**src/rtl/hello_scroll_ctrl_if.sv**
```systemverilog
// rtl/hello_scroll_ctrl_if.sv - enable input and display/scroll outputs of the HELLO scroller
interface hello_scroll_ctrl_if;
    logic       en;
    logic [7:0] y;
    logic [3:0] an;
    logic [2:0] c;
    logic       step;

    // Controller side: takes the run enable, drives the pins and scroll status
    modport slave  (input en, output y, output an, output c, output step);
    // Board/bench side: drives the run enable, watches the pins
    modport master (output en, input y, input an, input c, input step);
endinterface

```
**src/rtl/hello_scroll_ctrl.sv**
```systemverilog
// rtl/hello_scroll_ctrl.sv - four-digit multiplexed 7-segment scroller for "HELLO"
module hello_scroll_ctrl #(
    parameter int SCAN_DIV    = 4,
    parameter int SHIFT_TICKS = 2
) (
    input  logic                ck,
    input  logic                rs,
    hello_scroll_ctrl_if.slave  bus
);
    localparam int SC_W = $clog2(SCAN_DIV);
    localparam int FR_W = (SHIFT_TICKS > 1) ? $clog2(SHIFT_TICKS) : 1;
    localparam logic [SC_W-1:0] SC_MAX = SC_W'(SCAN_DIV - 1);
    localparam logic [FR_W-1:0] FR_MAX = FR_W'(SHIFT_TICKS - 1);

    typedef enum logic {IDLE = 1'b0, SCAN = 1'b1} state_t;

    state_t          state_q, state_d;
    logic [SC_W-1:0] sc_q, sc_d;
    logic [1:0]      dig_q, dig_d;
    logic [FR_W-1:0] fr_q, fr_d;
    logic [2:0]      pos_q, pos_d;
    logic [7:0]      y_q, y_d;
    logic [3:0]      an_q, an_d;
    logic            step_q, step_d;
    logic            run;
    logic [2:0]      msg_idx;

    // Message ROM: HELLO followed by three blanks so the text scrolls off before repeating
    function automatic logic [7:0] msg_rom(input logic [2:0] idx);
        case (idx)
            3'd0:    msg_rom = 8'h89;
            3'd1:    msg_rom = 8'h86;
            3'd2:    msg_rom = 8'hC7;
            3'd3:    msg_rom = 8'hC7;
            3'd4:    msg_rom = 8'hC0;
            default: msg_rom = 8'hFF;
        endcase
    endfunction

    // Next-state for the FSM, the scan/frame/scroll counter chain and the output registers
    always_comb begin
        state_d = bus.en ? SCAN : IDLE;
        sc_d    = sc_q;
        dig_d   = dig_q;
        fr_d    = fr_q;
        pos_d   = pos_q;
        step_d  = 1'b0;
        run     = (state_q == SCAN);
        msg_idx = pos_q + {1'b0, dig_q};

        if (run) begin
            sc_d = (sc_q == SC_MAX) ? '0 : sc_q + 1'b1;
            if (sc_q == SC_MAX) begin
                dig_d = dig_q + 2'd1;
                if (dig_q == 2'd3) begin
                    fr_d = (fr_q == FR_MAX) ? '0 : fr_q + 1'b1;
                    if (fr_q == FR_MAX) begin
                        pos_d  = pos_q + 3'd1;
                        step_d = 1'b1;
                    end
                end
            end
        end

        // Slot phase 0 keeps every anode off so the previous digit's segments never ghost
        y_d  = run ? msg_rom(msg_idx) : 8'hFF;
        an_d = (run && (sc_q != '0)) ? ~(4'b0001 << dig_q) : 4'b1111;
    end

    // Single register stage for FSM, counters and all pin outputs; reset wins over everything
    always_ff @(posedge ck) begin
        if (rs) begin
            state_q <= IDLE;
            sc_q    <= '0;
            dig_q   <= '0;
            fr_q    <= '0;
            pos_q   <= '0;
            y_q     <= 8'hFF;
            an_q    <= 4'b1111;
            step_q  <= 1'b0;
        end else begin
            state_q <= state_d;
            sc_q    <= sc_d;
            dig_q   <= dig_d;
            fr_q    <= fr_d;
            pos_q   <= pos_d;
            y_q     <= y_d;
            an_q    <= an_d;
            step_q  <= step_d;
        end
    end

    assign bus.y    = y_q;
    assign bus.an   = an_q;
    assign bus.c    = pos_q;
    assign bus.step = step_q;
endmodule
```
**src/flat_wrapper.sv**
```systemverilog
// flat-port wrapper written by rule: the top's interface ports become plain ports
module hello_scroll_ctrl_flat 
#(
    parameter int SCAN_DIV    = 4,
    parameter int SHIFT_TICKS = 2
)
  (ck, rs, bus_en, bus_y, bus_an, bus_c, bus_step);
  hello_scroll_ctrl_if bus_i ();
  input  logic ck;
  input  logic rs;
  input wire logic [$bits(bus_i.en)-1:0] bus_en;
  output wire logic [$bits(bus_i.y)-1:0] bus_y;
  output wire logic [$bits(bus_i.an)-1:0] bus_an;
  output wire logic [$bits(bus_i.c)-1:0] bus_c;
  output wire logic [$bits(bus_i.step)-1:0] bus_step;
  assign bus_i.en = bus_en;
  assign bus_y = bus_i.y;
  assign bus_an = bus_i.an;
  assign bus_c = bus_i.c;
  assign bus_step = bus_i.step;
  hello_scroll_ctrl #(.SCAN_DIV(SCAN_DIV), .SHIFT_TICKS(SHIFT_TICKS)) u_core (.ck(ck), .rs(rs), .bus(bus_i));
endmodule
```
**config.mk**
```make
export PLATFORM = sky130hd
export DESIGN_NAME = hello_scroll_ctrl_flat
export DESIGN_NICKNAME = d
export VERILOG_FILES = /design/src/rtl/hello_scroll_ctrl_if.sv /design/src/rtl/hello_scroll_ctrl.sv /design/src/flat_wrapper.sv
export SDC_FILE = /design/constraint.sdc
export NUM_CORES = 1
export LEC_CHECK = 0
export ABC_AREA = 1
export BUFFER_PORTS_ARGS = -buffer_cell sky130_fd_sc_hd__buf_2
export CAP_MARGIN = 10
export CORE_AREA = 2 2 44 46
export DETAILED_ROUTE_END_ITERATION = 8
export DIE_AREA = 0 0 46 48
export PLACE_DENSITY = 0.68
export SETUP_SLACK_MARGIN = 0.2
export SLEW_MARGIN = 40
export SYNTH_ARGS = -nofsm -noshare
export SYNTH_HDL_FRONTEND = slang
export SYNTH_SLANG_ARGS = --single-unit
export TNS_END_PERCENT = 1
```
**constraint.sdc**
```tcl
create_clock -name ck -period 1.9 [get_ports ck]
set_clock_uncertainty 0.05 [all_clocks]
set_input_delay 0 -clock ck [delete_from_list [all_inputs] [get_ports ck]]
set_output_delay 0 -clock ck [all_outputs]
set_load 0.02 [all_outputs]
```
==> impl_metrics.toml, run 1 <==
[sta]
finalCritPeriodShare = 0.852
fmax_ghz = 0.618
finalHoldViolations = 0
setup_ws_ns = 0.282
setup-violations-final = 0
rsz0062_at_grt = "yes"
drv_slew = 0
finalCriticalPeriod_ns = 1.62
setup_tns_ns = 0

[worst_setup_path]
startpoint = "u_core.dig_q[0]"
crit_path_end_kind = "register"
crit_arrival_ns = 1.74
max_stage_delay_ns = 0.49
cp_max_fo = 3
critPathSlowestCell = "fa_1"
critPathKind = "reg2reg"
crit_required_ns = 2.02
r2r_start = "u_core.dig_q[0]"
startpoint_type = "register"
cpMostUsedCell = "inv_1"
crit_chain = "ha_1 > inv_1 > fa_1 > inv_1 > o211ai_1 > nand3_1"

[cts]
cts_max_level = 1
cts_tree = "done"
clock-sinks = 19
cts_buffers = 3
clockRootBuffer = "clkbuf_4"
path_clk_slew_ns = 0.10
clock_tree.buffer_depth = 2
clk_latency_ns = 0.29

[logic_synthesis]
synthArstFlopShare = 0
ys_types = 18
yosysSeqAreaShare = 0.470
synth_fp_nets = 107
synthesis.area_um2 = 810
synth_warnings = 0
syn_avg_cell_area_um2 = 8.52
syn-instance-count = 95
synth_flop_cell = "dfxtp_1"
ys_ff_latch = 19
synth-edff-count = 0

[placed_design]
gp_congestion = 0.794
place_area_um2 = 895
place_hpwl_um = 944
pre_cts_ws_ns = 0.249
dp.cells = 126
io_buffers = 17

[global_routing]
grt_max_degree = 11
grt_usage = 0.124
grt_pass1_wl_mm = 1.88
antenna_found_initial = 0
grt_pass1_vias = 490
grt_overflow = 0

[layout]
area_growth_pct = 19.8
stdcell_count = 135
drive_gt1_frac = 0.229
final_nets = 131
ff_latch_area_um2 = 385
stdcell_area_um2 = 970
diodes = 0
multi_input_area_um2 = 347
fill_cells = 173

[detailed_routing]
vias = 626
drcViolationCount = 0
avgRoutedWirePerCell_um = 8.84
dr.pass1.iters = 4
drt_iter0_drc = 14
ant_nets = 0
avgViaCountPerCell = 4.64
drt_wl_total_mm = 1.19

[floorplanning]
die_w_um = 46
initial_core_util = 0.479
num_io_pins = 19
core_um2 = 1690
die_h_um = 48
die_area_um2 = 2210
rows = 15

[power_and_ir_drop]
p_leak_nw = 0.469
power_density_nw_per_um2 = 665
ir_worst_vdd_mv = 0.501
p_total_uw = 645

[run_status]
status = "complete, no violations"

[hold_path]
hp-start = "u_core.sc_q[1]"
hold_path_class = "reg2reg"

[flow_run]
cap_violations = 0
-- synthesized netlist by cell type (all sizes together) (2+ instances only) --
| cell type | count | area share |
|---|---|---|
| nand2 | 24 | 0.11 |
| dfxtp | 19 | 0.47 |
| inv | 16 | 0.074 |
| ha | 8 | 0.12 |
| nor2 | 6 | 0.031 |
| o21ai | 5 | 0.031 |
| a21oi | 4 | 0.025 |
| buf | 3 | 0.028 |
| nand3 | 3 | 0.019 |
| nor3 | 2 | 0.026 |
-- per-layer routing --
layer | GRT usage | vias up | share of wire
met3 | 0.0566 | 2 | 0.053
li1 | - | 335 | -
met1 | 0.130 | 271 | 0.44
met2 | 0.214 | 18 | 0.49
met5 | 0 | - | 0
met4 | 0.0514 | 0 | 0.015
-- cells in the final DEF (no fill, tap or decap), types with 2 or more instances in the layout --
cell type      count
a21oi_1            4
buf_2             17
buf_4              2
clkbuf_4           3
dfxtp_1           17
dlygate4sd3_1      3
ha_1               8
inv_1             16
nand2_1           23
nand3_1            3
nor2_1             5
o21ai_0            5
-- critical path: cells and delay by family (launching register included) --
| family | cells | cell delay [ns] |
|---|---|---|
| compound gates | 1 | 0.25 |
| fa+ha+maj | 2 | 0.63 |
| buf+inv | 2 | 0.11 |
| flops | 1 | 0.35 |
| simple gates | 1 | 0.10 |
-- final cells by class --
type,count,share of cell area
sequential,19,0.397
tap,17,0.0219
clock buffer,4,0.0271
timing repair buffer,22,0.134
inverter,16,0.0619
multi-input combinational,57,0.357
-- report_power, final --
group / internal, mW / switching [mW]
combinational: 0.0178 / 0.0252
clock: 0.0815 / 0.110
sequential: 0.405 / 0.00544
total: 0.504 / 0.141
-- cells by family after synthesis --
kind of cell               share of synthesized area
and+or+nand+nor                                0.190
adders and majority gates                      0.148
other                                        0.00463
xor gates and xnor gates                      0.0108
buffers and inverters                          0.102
DFF                                            0.470
AOI/OAI and AO/OA                             0.0742
-- per-stage QoR --
step / hold slack (ns) / util
final: 0.435 / 0.574
after global routing: 0.454 / 0.574
after CTS: 0.434 / 0.563
after detailed placement: 0.164 / 0.530
after global placement: 0.156 / 0.530
after floorplan: 0.0191 / -
-- sequential cells by signal (all words and copies together), names as in the netlist --
name	cells
u_core.bus.y	5
u_core.bus.an	4
u_core.bus.c	3
u_core.dig_q	2
u_core.sc_q	2
u_core.bus.step	1
u_core.fr_q	1
u_core.run	1
-- repair_timing --
item,4_1_cts,5_1_grt
hold buffers,3,0
buffers inserted,0,2
resized for setup,0,2
endpoints found under the setup margin,0,3
hold endpoints to repair,5,0
-- worst paths after layout --
path,to,slack [ns],cells past startpoint
setup / recovery,u_core.bus.y[3],0.28,6
hold / removal,u_core.sc_q[1],0.44,2
setup reg to reg,u_core.bus.y[3],0.28,6
hold reg to reg,u_core.sc_q[1],0.44,2
No activity file was read; power rests on OpenSTA's default activity.
==> run 2: changes to the inputs <==
--- a/config.mk
+++ b/config.mk
@@ -8,10 +8,10 @@
 export ABC_AREA = 1
 export BUFFER_PORTS_ARGS = -buffer_cell sky130_fd_sc_hd__buf_2
 export CAP_MARGIN = 10
-export CORE_AREA = 2 2 44 46
+export CORE_AREA = 2 2 42 52
 export DETAILED_ROUTE_END_ITERATION = 8
-export DIE_AREA = 0 0 46 48
-export PLACE_DENSITY = 0.68
+export DIE_AREA = 0 0 44 54
+export PLACE_DENSITY = 0.63
 export SETUP_SLACK_MARGIN = 0.2
 export SLEW_MARGIN = 40
 export SYNTH_ARGS = -nofsm -noshare
==> impl_metrics.toml, run 2 (synthesis gave the netlist of run 1 again) <==
[detailed_routing]
routed.top_layer = "met4"
route.met2.wl_um = 614
ant_nets = 0
met1_length_um = 521
drt_iter0_drc = 7
dr.pass1.iters = 4
vias = 611
wl_met3_um = 57
drt_wl_total_mm = 1.23
avgRoutedWirePerCell_um = 9.01
drcViolationCount = 0
avgViaCountPerCell = 4.49

[layout]
largest_register_ff_count = 5
mostFrequentLayoutCell = "nand2_1"
area_growth_pct = 18.5
layout_common_cells = "nand2_1 (23), buf_2 (17), dfxtp_1 (17)"
diodes = 0
fill_cells = 191
stdcell_area_um2 = 960
drive_gt1_frac = 0.224
final_nets = 129

[worst_setup_path]
reg2regPathDepth = 6
critPathKind = "reg2reg"
r2r_slack_ns = 0.25
r2r_start = "u_core.bus.c[0]"
crit_required_ns = 2.04
cp-endpoint = "u_core.bus.y[3]"
cp_max_fo = 5
startpoint = "u_core.bus.c[0]"
crit_path_end_kind = "register"
startpoint_type = "register"
crit_arrival_ns = 1.79
rr_endpoint = "u_core.bus.y[3]"

[sta]
finalHoldViolations = 0
drv_slew = 0
setup_tns_ns = 0
rsz0062_at_grt = "yes"
finalCriticalPeriod_ns = 1.65
setup-violations-final = 0
finalCritPeriodShare = 0.870
fmax_ghz = 0.605

[placed_design]
place_hpwl_um = 934
io_buffers = 17
place_area_um2 = 898
gp_congestion = 0.755

[floorplanning]
die_w_um = 44
core_um2 = 1940
rows = 18
die_area_um2 = 2380
num_io_pins = 19
initial_core_util = 0.418
die_h_um = 54

[power_and_ir_drop]
p_sw_frac = 0.236
p_total_uw = 655
cell_internal_pwr_uw = 501
clockPowerShare = 0.309
p_leak_nw = 0.461
power.switching_uw = 154
power_density_nw_per_um2 = 683
power_frac_comb = 0.065
ir_worst_vdd_mv = 0.374
seqPwrFrac = 0.626

[cts]
clock-sinks = 19
cts_tree = "done"
clock_tree.buffer_depth = 2
cts_buffers = 3
clk_latency_ns = 0.30
cts_max_level = 1
path_clk_slew_ns = 0.11
clockRootBuffer = "clkbuf_4"

[global_routing]
grt_max_degree = 12
grt_pass1_vias = 516
grt_usage = 0.125
grt_overflow = 0
antenna_found_initial = 0
grt_pass1_wl_mm = 2.05

[hold_path]
hold_path_class = "reg2reg"

[flow_run]
cap_violations = 0

[run_status]
status = "complete, no violations"
==> run 2: cell count changes in the layout (fill, tap and decap cells not counted) <==
| cell | change |
|---|---|
| clkbuf_1 | -1 |
| clkinv_2 | +1 |
| buf_4 | -2 |
==> run 2: what timing repair did <==
item | 4_1_cts | 5_1_grt
setup endpoints to repair | 0 | 3
hold endpoints to repair | 6 | 0
buffers inserted | 0 | 0
hold buffers | 3 | 0
resized for setup | 0 | 2
==> run 2: worst min path at each step <==
stage	from	end	slack [ns]	depth (start not counted)
finish	u_core.sc_q[1]	u_core.sc_q[1]	0.44	2
global route	rs	u_core.bus.step	0.47	3
CTS	rs	u_core.bus.c[2]	0.44	3
detailed placement	bus_en	u_core.run	0.17	3
global placement	bus_en	u_core.run	0.15	3
floorplan	rs	u_core.bus.c[2]	0.02	1
==> run 2: per-stage QoR <==
step                      hold slack, ns   util  cells  setup slack (ns)
final                              0.441  0.495    136             0.248
after global routing               0.468  0.495    136             0.146
after CTS                          0.438  0.494    136             0.227
after detailed placement           0.168  0.464    129             0.233
after global placement             0.151  0.464    129             0.309
after floorplan                   0.0191      -     95             0.270
==> run 2: area by class of cell <==
cell class | count | area (µm²) | share of cell area
clock buffer | 3 | 22.5 | 0.0235
clock inverter | 1 | 5.00 | 0.00522
inverter | 16 | 60.1 | 0.0626
multi-input combinational | 57 | 347 | 0.361
sequential | 19 | 385 | 0.402
tap | 20 | 25.0 | 0.0261
timing repair buffer | 20 | 115 | 0.120
==> run 2: layer usage <==
layer	vias to the layer above	GRT usage
met4	0	0.106
met2	16	0.223
met5	-	0
met3	4	0.0403
met1	260	0.114
li1	331	-
==> run 2: worst max-delay path, cell delays in order (launching register included) <==
cell and delay [ns]:
dfxtp_4 0.39, ha_1 0.14, inv_1 0.05, fa_1 0.50, inv_1 0.07, o211ai_1 0.25, nand3_1 0.09
==> run 2: power by group through the flow <==
stage                     registers [mW]  clock network (mW)  logic [mW]
final                              0.410               0.202      0.0427
after global placement             0.421                   0      0.0384
after floorplan                    0.425                   0      0.0257
after CTS                          0.412               0.211      0.0433
after global routing               0.411               0.223      0.0503
after detailed placement           0.421                   0      0.0384
